### src/rtl/log_window_gen_pkg.sv
// Shared constants and helpers for the 5x5 LoG window front end.
// Latency: n/a (package only).
// Backpressure: n/a (package only).
package log_window_gen_pkg;

   localparam int PIX_W      = 8;
   localparam int WIN_N      = 5;
   localparam int WIN_BITS   = PIX_W * WIN_N * WIN_N;
   localparam int CENTER_IDX = 12;

   // Byte index of window element (r,c); row 0 is the oldest line, column 0 the leftmost pixel.
   function automatic int idx(input int r, input int c);
      return r * WIN_N + c;
   endfunction

endpackage

### src/rtl/log_window_gen_line_buf.sv
// One image line of pixel storage, read-before-write at a shared address.
// Latency: combinational read of the old contents; write lands at the clock edge.
// Backpressure: none internally; i_en is low whenever the owner is stalled.
// Ports: clk, i_en (write enable), i_addr (column), i_wdat (pixel in), o_rdat (old pixel out).
module log_window_gen_line_buf
   import log_window_gen_pkg::*;
#(
   parameter int DEPTH = 64,
   parameter int AW    = 6
) (
   input  logic             clk,
   input  logic             i_en,
   input  logic [AW-1:0]    i_addr,
   input  logic [PIX_W-1:0] i_wdat,
   output logic [PIX_W-1:0] o_rdat
);

   // Contents are deliberately not reset; rows from before reset are never emitted.
   logic [PIX_W-1:0] r_mem [DEPTH];

   assign o_rdat = r_mem[i_addr];

   always_ff @(posedge clk) begin
      if (i_en) begin
         r_mem[i_addr] <= i_wdat;
      end
   end

endmodule

### src/rtl/log_window_gen.sv
// Raster pixels in, 5x5 packed neighbourhood windows (plus centre x/y) out for the LoG filter.
// Latency: window valid one cycle after the accept of its bottom-right pixel.
// Backpressure: single output register; in_ready = !win_valid || win_ready, so a stalled window freezes everything.
// Ports: clk/rst; in_pix/in_sof/in_valid/in_ready pixel input; win_out/win_x/win_y/win_valid/win_ready window output; frame_done pulse.
module log_window_gen
   import log_window_gen_pkg::*;
#(
   parameter int IMG_WIDTH  = 64,
   parameter int IMG_HEIGHT = 64,
   parameter int CW         = 16
) (
   input  logic                clk,
   input  logic                rst,
   input  logic [PIX_W-1:0]    in_pix,
   input  logic                in_sof,
   input  logic                in_valid,
   output logic                in_ready,
   output logic [WIN_BITS-1:0] win_out,
   output logic [CW-1:0]       win_x,
   output logic [CW-1:0]       win_y,
   output logic                win_valid,
   input  logic                win_ready,
   output logic                frame_done
);

   localparam int            AW       = (IMG_WIDTH > 1) ? $clog2(IMG_WIDTH) : 1;
   localparam int            LB_N     = WIN_N - 1;
   localparam logic [CW-1:0] COL_LAST = CW'(IMG_WIDTH - 1);
   localparam logic [CW-1:0] ROW_LAST = CW'(IMG_HEIGHT - 1);
   localparam logic [CW-1:0] EDGE     = CW'(WIN_N - 1);
   localparam logic [CW-1:0] HALF     = CW'(WIN_N / 2);

   logic [CW-1:0]       r_col;
   logic [CW-1:0]       r_row;
   logic [WIN_BITS-1:0] r_win;
   logic [CW-1:0]       r_win_x;
   logic [CW-1:0]       r_win_y;
   logic                r_win_valid;
   logic                r_frame_done;

   logic                w_acc;
   logic                w_emit;
   logic                w_last;
   logic [CW-1:0]       w_col;
   logic [CW-1:0]       w_row;
   logic [CW-1:0]       w_col_nxt;
   logic [CW-1:0]       w_row_nxt;
   logic [PIX_W-1:0]    w_lb_rd [LB_N];
   logic [PIX_W-1:0]    w_lb_wr [LB_N];
   logic [WIN_BITS-1:0] w_win_nxt;

   assign in_ready   = !r_win_valid || win_ready;
   assign w_acc      = in_valid && in_ready;

   // Start of frame overrides the running counters so a partial frame is simply abandoned.
   assign w_col      = in_sof ? '0 : r_col;
   assign w_row      = in_sof ? '0 : r_row;

   // row < 4 suppresses output, so stale lines from an earlier frame never reach a window.
   assign w_emit     = w_acc && (w_col >= EDGE) && (w_row >= EDGE);
   assign w_last     = (w_col == COL_LAST) && (w_row == ROW_LAST);

   always_comb begin
      w_col_nxt = w_col + CW'(1);
      w_row_nxt = w_row;
      if (w_col == COL_LAST) begin
         w_col_nxt = '0;
         w_row_nxt = (w_row == ROW_LAST) ? '0 : w_row + CW'(1);
      end
   end

   // Line buffers form a vertical shift chain: lb0 holds the newest line, lb3 the oldest.
   assign w_lb_wr[0] = in_pix;
   for (genvar g = 1; g < LB_N; g++) begin : g_lb_chain
      assign w_lb_wr[g] = w_lb_rd[g-1];
   end

   for (genvar g = 0; g < LB_N; g++) begin : g_lb
      log_window_gen_line_buf #(
         .DEPTH (IMG_WIDTH),
         .AW    (AW)
      ) u_lb (
         .clk    (clk),
         .i_en   (w_acc),
         .i_addr (w_col[AW-1:0]),
         .i_wdat (w_lb_wr[g]),
         .o_rdat (w_lb_rd[g])
      );
   end

   // Shift every window row left by one pixel and insert the new vertical column on the right.
   always_comb begin
      w_win_nxt = r_win;
      for (int r = 0; r < WIN_N; r++) begin
         for (int c = 0; c < WIN_N - 1; c++) begin
            w_win_nxt[PIX_W*idx(r, c) +: PIX_W] = r_win[PIX_W*idx(r, c + 1) +: PIX_W];
         end
      end
      w_win_nxt[PIX_W*idx(0, WIN_N-1) +: PIX_W] = w_lb_rd[3];
      w_win_nxt[PIX_W*idx(1, WIN_N-1) +: PIX_W] = w_lb_rd[2];
      w_win_nxt[PIX_W*idx(2, WIN_N-1) +: PIX_W] = w_lb_rd[1];
      w_win_nxt[PIX_W*idx(3, WIN_N-1) +: PIX_W] = w_lb_rd[0];
      w_win_nxt[PIX_W*idx(4, WIN_N-1) +: PIX_W] = in_pix;
   end

   always_ff @(posedge clk or posedge rst) begin
      if (rst) begin
         r_col        <= '0;
         r_row        <= '0;
         r_win        <= '0;
         r_win_x      <= '0;
         r_win_y      <= '0;
         r_win_valid  <= 1'b0;
         r_frame_done <= 1'b0;
      end else begin
         r_frame_done <= w_acc && w_last;
         if (w_acc) begin
            r_col <= w_col_nxt;
            r_row <= w_row_nxt;
            r_win <= w_win_nxt;
         end
         if (w_emit) begin
            r_win_valid <= 1'b1;
            r_win_x     <= w_col - HALF;
            r_win_y     <= w_row - HALF;
         end else if (win_ready) begin
            r_win_valid <= 1'b0;
         end
      end
   end

   assign win_out    = r_win;
   assign win_x      = r_win_x;
   assign win_y      = r_win_y;
   assign win_valid  = r_win_valid;
   assign frame_done = r_frame_done;

endmodule

### config.mk
export PLATFORM = sky130hd
export DESIGN_NAME = log_window_gen
export DESIGN_NICKNAME = d
export VERILOG_FILES = /design/src/rtl/log_window_gen_pkg.sv /design/src/rtl/log_window_gen_line_buf.sv /design/src/rtl/log_window_gen.sv
export SDC_FILE = /design/constraint.sdc
export NUM_CORES = 2
export LEC_CHECK = 0
export CAP_MARGIN = 40
export CORE_MARGIN = 3
export CORE_UTILIZATION = 40
export CTS_CLUSTER_DIAMETER = 50
export DETAILED_ROUTE_END_ITERATION = 10
export PLACE_DENSITY = 0.57
export SYNTH_ARGS = -nofsm -noshare
export SYNTH_HDL_FRONTEND = slang
export SYNTH_SLANG_ARGS = --single-unit
### constraint.sdc
create_clock -name clk -period 15.5 [get_ports clk]
set_input_delay 3.1 -clock clk [delete_from_list [all_inputs] [get_ports clk]]
set_output_delay 3.1 -clock clk [all_outputs]
set_load 0.1 [all_outputs]
# After elaboration in Yosys (flattened, before gate mapping)
# Memories as Yosys holds them, arrays and structs flattened. A register that Yosys moved wholly into a read port is not among the register bits.
# Index checks and enable logic that the tools add are counted.
# Widths: inputs -> output; s select.
[word_totals] regBits=266 ramBits=2048 inputBits=13 output_inout_bits=235 word_cells=36 n_memories=4
[op_classes] addsub=4 magnitude_cmp=2 eq_ne=2 mux=9 reduce_logical=8
[mem_list] memory="g_lb[0].u_lb.r_mem" words=64 width=8 rd=1 rd_clocked_by_memory_dff=0 wr=1 line_no="log_window_gen_line_buf.sv:19" rtl="logic [PIX_W-1:0] r_mem [DEPTH];"
[mem_list] memory="g_lb[1].u_lb.r_mem" words=64 width=8 rd=1 rd_clocked_by_memory_dff=0 wr=1 line_no="log_window_gen_line_buf.sv:19"
[mem_list] memory="g_lb[2].u_lb.r_mem" words=64 width=8 rd=1 rd_clocked_by_memory_dff=0 wr=1 line_no="log_window_gen_line_buf.sv:19"
[mem_list] memory="g_lb[3].u_lb.r_mem" words=64 width=8 rd=1 rd_clocked_by_memory_dff=1 wr=1 line_no="log_window_gen_line_buf.sv:19"
[op_table] operator="$mux 16" count=5
[op_table] operator="$add 16x1->16 const B" count=2
[op_table] operator="$eq 16x6->1 const B" count=2
[op_table] operator="$ge 16x3->1 const B" count=2
[op_table] operator="$sub 16x2->16 const B" count=2
[op_table] operator="$logic_and 1x1->1" count=5
[op_table] operator="$mux 1" count=4
[op_table] operator="$reduce_bool 2->1" count=1
[op_table] operator="$logic_not 1->1" count=1
[op_table] operator="$logic_or 1x1->1" count=1

# Logic depth before layout (Yosys ltp)
[logic_depth] depth_word=6 ltp_mapped=15 depth_no_buf=10

# Hierarchy
# Synthesis repeated with hierarchy kept, for this count alone.
[hier_totals] hier_cells=5960 hier_area_um2=92929.1
[modules_own_cells] mod="log_window_gen_line_buf" instances=4 cells_per_inst=1163 area_each_um2=20289.5 seq_area_each_um2=15374.7
[modules_own_cells] mod="log_window_gen" instances=1 cells_per_inst=1308 area_each_um2=11771.3 seq_area_each_um2=6656.4

# Worst setup path after synthesis
# Ideal clock, no wire load.
[synth_path] path_kind="in2reg" startpoint="input in_sof" endpoint="memory g_lb[3].u_lb.r_mem[0][7], data pin" setup_time_ns=0.736 arrival_time_ns=7.222 t_required_ns=14.764 slack_ns=7.542 cell_stages=8 path_buffers=4 path_cell_list="buf_6 -> or3b_2 -> clkbuf_1 -> buf_2 -> buf_1 -> a311oi_1 -> a211oi_1 -> o32ai_1"
[synth_via] elab_chain_cells=2
[synth_rtl] item="from (decl)" line_no="log_window_gen.sv:15" rtl="input logic in_sof,"
[synth_rtl] item="$mux 16" line_no="log_window_gen.sv:56" rtl="assign w_col = in_sof ? '0 : r_col;"
[synth_rtl] item="$mem_v2 64x8"
[synth_rtl] item="net g_lb[2].u_lb.o_rdat[7]" line_no="log_window_gen_line_buf.sv:15" rtl="output logic [PIX_W-1:0] o_rdat"
[synth_rtl] item="to (decl)" line_no="log_window_gen_line_buf.sv:19"
# The timed path passes the listed nets, and every way through them passes these cells.

# Worst setup path after layout
[layout_path] startpoint="input in_sof" endpoint="memory g_lb[2].u_lb.r_mem[60][7], data pin"
[layout_via] elab_chain_cells=2
[layout_rtl] item="$mux 16" line_no="log_window_gen.sv:56"
[layout_rtl] item="$mem_v2 64x8"
[layout_rtl] item="net g_lb[1].u_lb.o_rdat[7]" line_no="log_window_gen_line_buf.sv:15"
[layout_rtl] item="to (decl)" line_no="log_window_gen_line_buf.sv:19"
# The timed path passes the listed nets, and every way through them passes these cells.

==> flow_metrics.py <==
metrics = {
    "yosys": {
        "netlist_top_cells_area": "sky130_fd_sc_hd__edfxtp_1 67%, sky130_fd_sc_hd__dfrtp_1 7.2%, sky130_fd_sc_hd__nand2_1 3.2%",
        "synth_flop_cell": "sky130_fd_sc_hd__edfxtp_1",
        "synth_area_mm2": 0.0921,
        "synthMuxAreaShare_pct": 5.99,
        "synth_enable_flop_cells": 2048,
        "synth-simple-area-share_pct": 7.38,
        "yosysUniqueCellTypes": 80,
        "synthesis.yosys.warnings": 0,
        "synth_cells": 6010,
        "postSynth.asyncResetShare_pct": 11.5,
        "synth_net_count": 6034,
        "synth_compound_area_share_pct": 10.1,
        "synth-xor-area-share_pct": 0.105,
        "yosysTopAreaCellShare_pct": 66.8,
        "synth_largest_area_cell": "sky130_fd_sc_hd__edfxtp_1",
        "synthesis.area_per_instance_um2": 15.3,
        "synth_fa_ha_area_share_pct": 0.149,
        "ys_seq_elements": 2314,
        "synth_top_family_by_area": "compound AO/OA/AOI/OAI gates",
        "synth-seq-area-share_pct": 74.0,
    },
    "job": {
        "maxCapViolCount": 0,
    },
    "finish": {
        "final-seq-area_mm2": 0.0682,
        "layout.nets": 6554,
        "final-instance-count-excl-fill": 9745,
        "drive_gt1_share_pct": 17.9,
        "post-route-util_pct": 49.3,
        "area_growth_syn_to_layout_pct": 22.0,
        "num-fill-cells": 18700,
        "multiInputGateArea_mm2": 0.0225,
    },
    "timing": {
        "rsz_0062_raised_after_global_routing": "false",
        "post-route-worst-setup-slack_ns": 7.44,
        "timing.final.crit_period_ns": 8.06,
        "fin_setup_tns_ns": 0,
        "final-max-slew-violation-count": 0,
        "relSlewSlack_pct": 35.0,
        "fin_worst_skew_ns": 0.0931,
        "worstMarginPinSlew_ns": 0.950,
        "post-route-period-util_pct": 52.0,
        "maxClockFrequency_ghz": 0.124,
        "hold_viol": 0,
        "setup_violations": 0,
    },
    "power": {
        "power.leakage_uw": 0.0381,
        "power.density_cell_area_mw_per_mm2": 159,
        "vdd_ir_drop_max_mv": 0.152,
    },
    "min_path": {
        "hold_path.class": "reg -> reg",
    },
    "clocking": {
        "clock_tree.htree_level_count": 5,
        "clock_tree_from_tritoncts": "done",
        "max-clock-path-buffers": 4,
        "worst_setup_hold_path_clk_slew_ns": 0.06,
        "post_cts_buffers": 0,
        "post_cts_resize_count": 0,
        "tritoncts.num_buffers": 281,
        "numClockSinks": 2314,
        "clock_insertion_delay_worst_skew_ns": 0.94,
        "post_cts_hold_buffer_count": 0,
        "clock_root_buffer_master": "sky130_fd_sc_hd__clkbuf_16",
    },
    "global_routing": {
        "grt_start_max_net_pins": 151,
        "grt_pass1_wl_um": 418000,
        "gr-usage-all-layers_pct": 24.3,
        "via_count_of_the_first_global_routing_pass": 56200,
        "antenna_found_initial": 17,
        "grt-ovfl-total": 0,
    },
    "floorplan": {
        "std_cell_rows": 175,
        "floorplan.die.height_um": 486,
        "io_pins": 248,
        "coreArea_mm2": 0.228,
        "start_util_pct": 40.4,
        "fp.dieW_um": 486,
        "area_of_the_die_mm2": 0.236,
    },
    "setup_path": {
        "r2r_setup_slack_ns": 8.88,
        "crit_path_start_kind": "input pin",
        "worst-path-max-fanout": 75,
        "crit_end_element": "register",
        "crit_path_start": "in_sof",
        "worst-r2r-cell-count": 10,
        "regToRegEndpoint": "win_out[78]",
        "rr_startpoint": "r_col[0]",
        "worst-endpoint-required_ns": 16.24,
        "endpoint": "g_lb[2].u_lb.r_mem[60][7]",
        "worst-setup-path-type": "in -> reg",
        "worst_ep_arrival_time_ns": 8.79,
    },
    "placement": {
        "place.gp.congestion": 0.834,
        "detailedPlacementHpwl_um": 170000,
        "numPlacedInstances": 9253,
        "detailedPlace.worstSlack_ns": 6.81,
        "portBuffers": 247,
    },
    "route": {
        "starting_drt_drc_count": 6757,
        "avgRoutedWirePerCell_um": 30.0,
        "via_per_inst": 5.97,
        "dr_total_vias": 58200,
        "drt-total-wl_um": 292000,
        "antenna_left": 0,
        "dr.pass1.iters": 5,
        "post_detailed_route_drc_marker_count": 0,
    },
    "outcome": {
        "run_status": "complete, no violations",
    },
}
## worst min path at each step
stage | start | to | cells after the start | slack [ns]
floorplan | r_row[0] | r_row[0] | 1 | 0.46
global placement | win_out[85] | win_out[85] | 2 | 0.46
detailed placement | win_y[4] | win_y[4] | 2 | 0.47
CTS | win_out[14] | win_out[6] | 2 | 0.48
global route | win_out[42] | win_out[42] | 2 | 0.50
finish | win_y[14] | win_y[14] | 2 | 0.48
## through the flow
step / total power, uW / area [um^2] / hold slack [ns]
6_report: 17900 / 112000 / 0.477
5_1_grt: 18400 / 112000 / 0.500
4_1_cts: 18000 / 112000 / 0.481
3_5_place_dp: 11700 / 104000 / 0.469
3_3_place_gp: 10900 / 98300 / 0.456
2_1_floorplan: 9780 / 92100 / 0.457
## worst max-delay path: stages
cell and delay (ns):
sky130_fd_sc_hd__clkbuf_8 0.26, sky130_fd_sc_hd__buf_4 0.40, sky130_fd_sc_hd__buf_4 0.42, sky130_fd_sc_hd__and2b_4 0.93
sky130_fd_sc_hd__inv_6 0.45, sky130_fd_sc_hd__or3_1 0.72, sky130_fd_sc_hd__o221a_2 0.39, sky130_fd_sc_hd__and3_1 0.16
sky130_fd_sc_hd__a2111oi_0 0.83, sky130_fd_sc_hd__or2_2 0.64, sky130_fd_sc_hd__buf_16 0.25
## report_power, final
group	internal (uW)	switching, uW
clock network	3780	2540
logic	1380	2740
registers	7260	192
## synthesized netlist by cell type, types with 39 or more instances
library cell and instances:
sky130_fd_sc_hd__a21oi_1 142, sky130_fd_sc_hd__a31oi_1 62, sky130_fd_sc_hd__buf_2 166, sky130_fd_sc_hd__buf_1 44, sky130_fd_sc_hd__edfxtp_1 2048, sky130_fd_sc_hd__a311oi_1 71, sky130_fd_sc_hd__a211o_1 89, sky130_fd_sc_hd__dfrtp_1 266
sky130_fd_sc_hd__mux2_2 87, sky130_fd_sc_hd__or2_2 52, sky130_fd_sc_hd__nand2_1 794, sky130_fd_sc_hd__nor2_1 150, sky130_fd_sc_hd__o221ai_1 41, sky130_fd_sc_hd__a211oi_1 222, sky130_fd_sc_hd__o22ai_1 207, sky130_fd_sc_hd__nor2b_1 204
sky130_fd_sc_hd__clkbuf_1 215, sky130_fd_sc_hd__mux2i_1 209, sky130_fd_sc_hd__a221oi_1 39, sky130_fd_sc_hd__o21ai_0 241, sky130_fd_sc_hd__a22oi_1 63, sky130_fd_sc_hd__a221o_1 53, sky130_fd_sc_hd__mux4_2 106
## sequential cells by signal, summed over array words and instances (netlist names)
name	flops
win_y	16
frame_done	1
win_out	200
win_x	16
g_lb.u_lb.r_mem	2048
r_row	16
win_valid	1
r_col	16
## kinds of logic (layout without fill, tap and decap cells)
logic type | Yosys count | in the layout
and+or+nand+nor | 1448 | 1448
DFF | 2314 | 2314
adders and majority gates | 11 | 11
AOI/OAI and AO/OA | 1335 | 1335
buffers and inverters | 485 | 1208
xor gates and xnor gates | 11 | 11
muxes | 406 | 406
other | 0 | 3
## metal layers
metal	wire length, um	vias up	GRT usage [%]
li1	-	24500	-
met1	121000	30100	34.1
met2	134000	3037	37.7
met3	27600	592	5.27
met4	10100	8	8.23
met5	50	-	0
## layout by cell type (no fill, tap or decap), drive strengths merged, types with 10 or more instances in the layout
cell type / instances
a311oi: 71
or2: 106
buf: 443
mux2: 91
nor3b: 22
a22oi: 63
a221oi: 39
a21oi: 142
a31oi: 62
a41oi: 16
dfrtp: 266
o221ai: 41
clkdlybuf4s50: 238
clkinv: 70
a221o: 53
inv: 58
edfxtp: 2048
a211oi: 222
bufinv: 17
xnor2: 10
nor4: 28
nand2: 794
nor3: 17
nand4b: 13
o31ai: 17
or4: 18
nor2: 150
a211o: 89
clkbuf: 370
mux2i: 209
o21ai: 243
nand4: 20
o22ai: 207
ha: 11
mux4: 106
nor2b: 204
nand3: 33
nand2b: 12
clkinvlp: 10
## final cells by class
class	count	share of cell area (%)
Sequential cell	2314	60.6
Multi-Input combinational cell	3211	20.0
Timing Repair Buffer	685	8.02
Clock buffer	368	6.81
Tap cell	3009	3.35
Clock inverter	118	1.05
Inverter	37	0.148
Antenna cell	3	0.00668
Note: power is estimated with default switching activity, not from simulation.
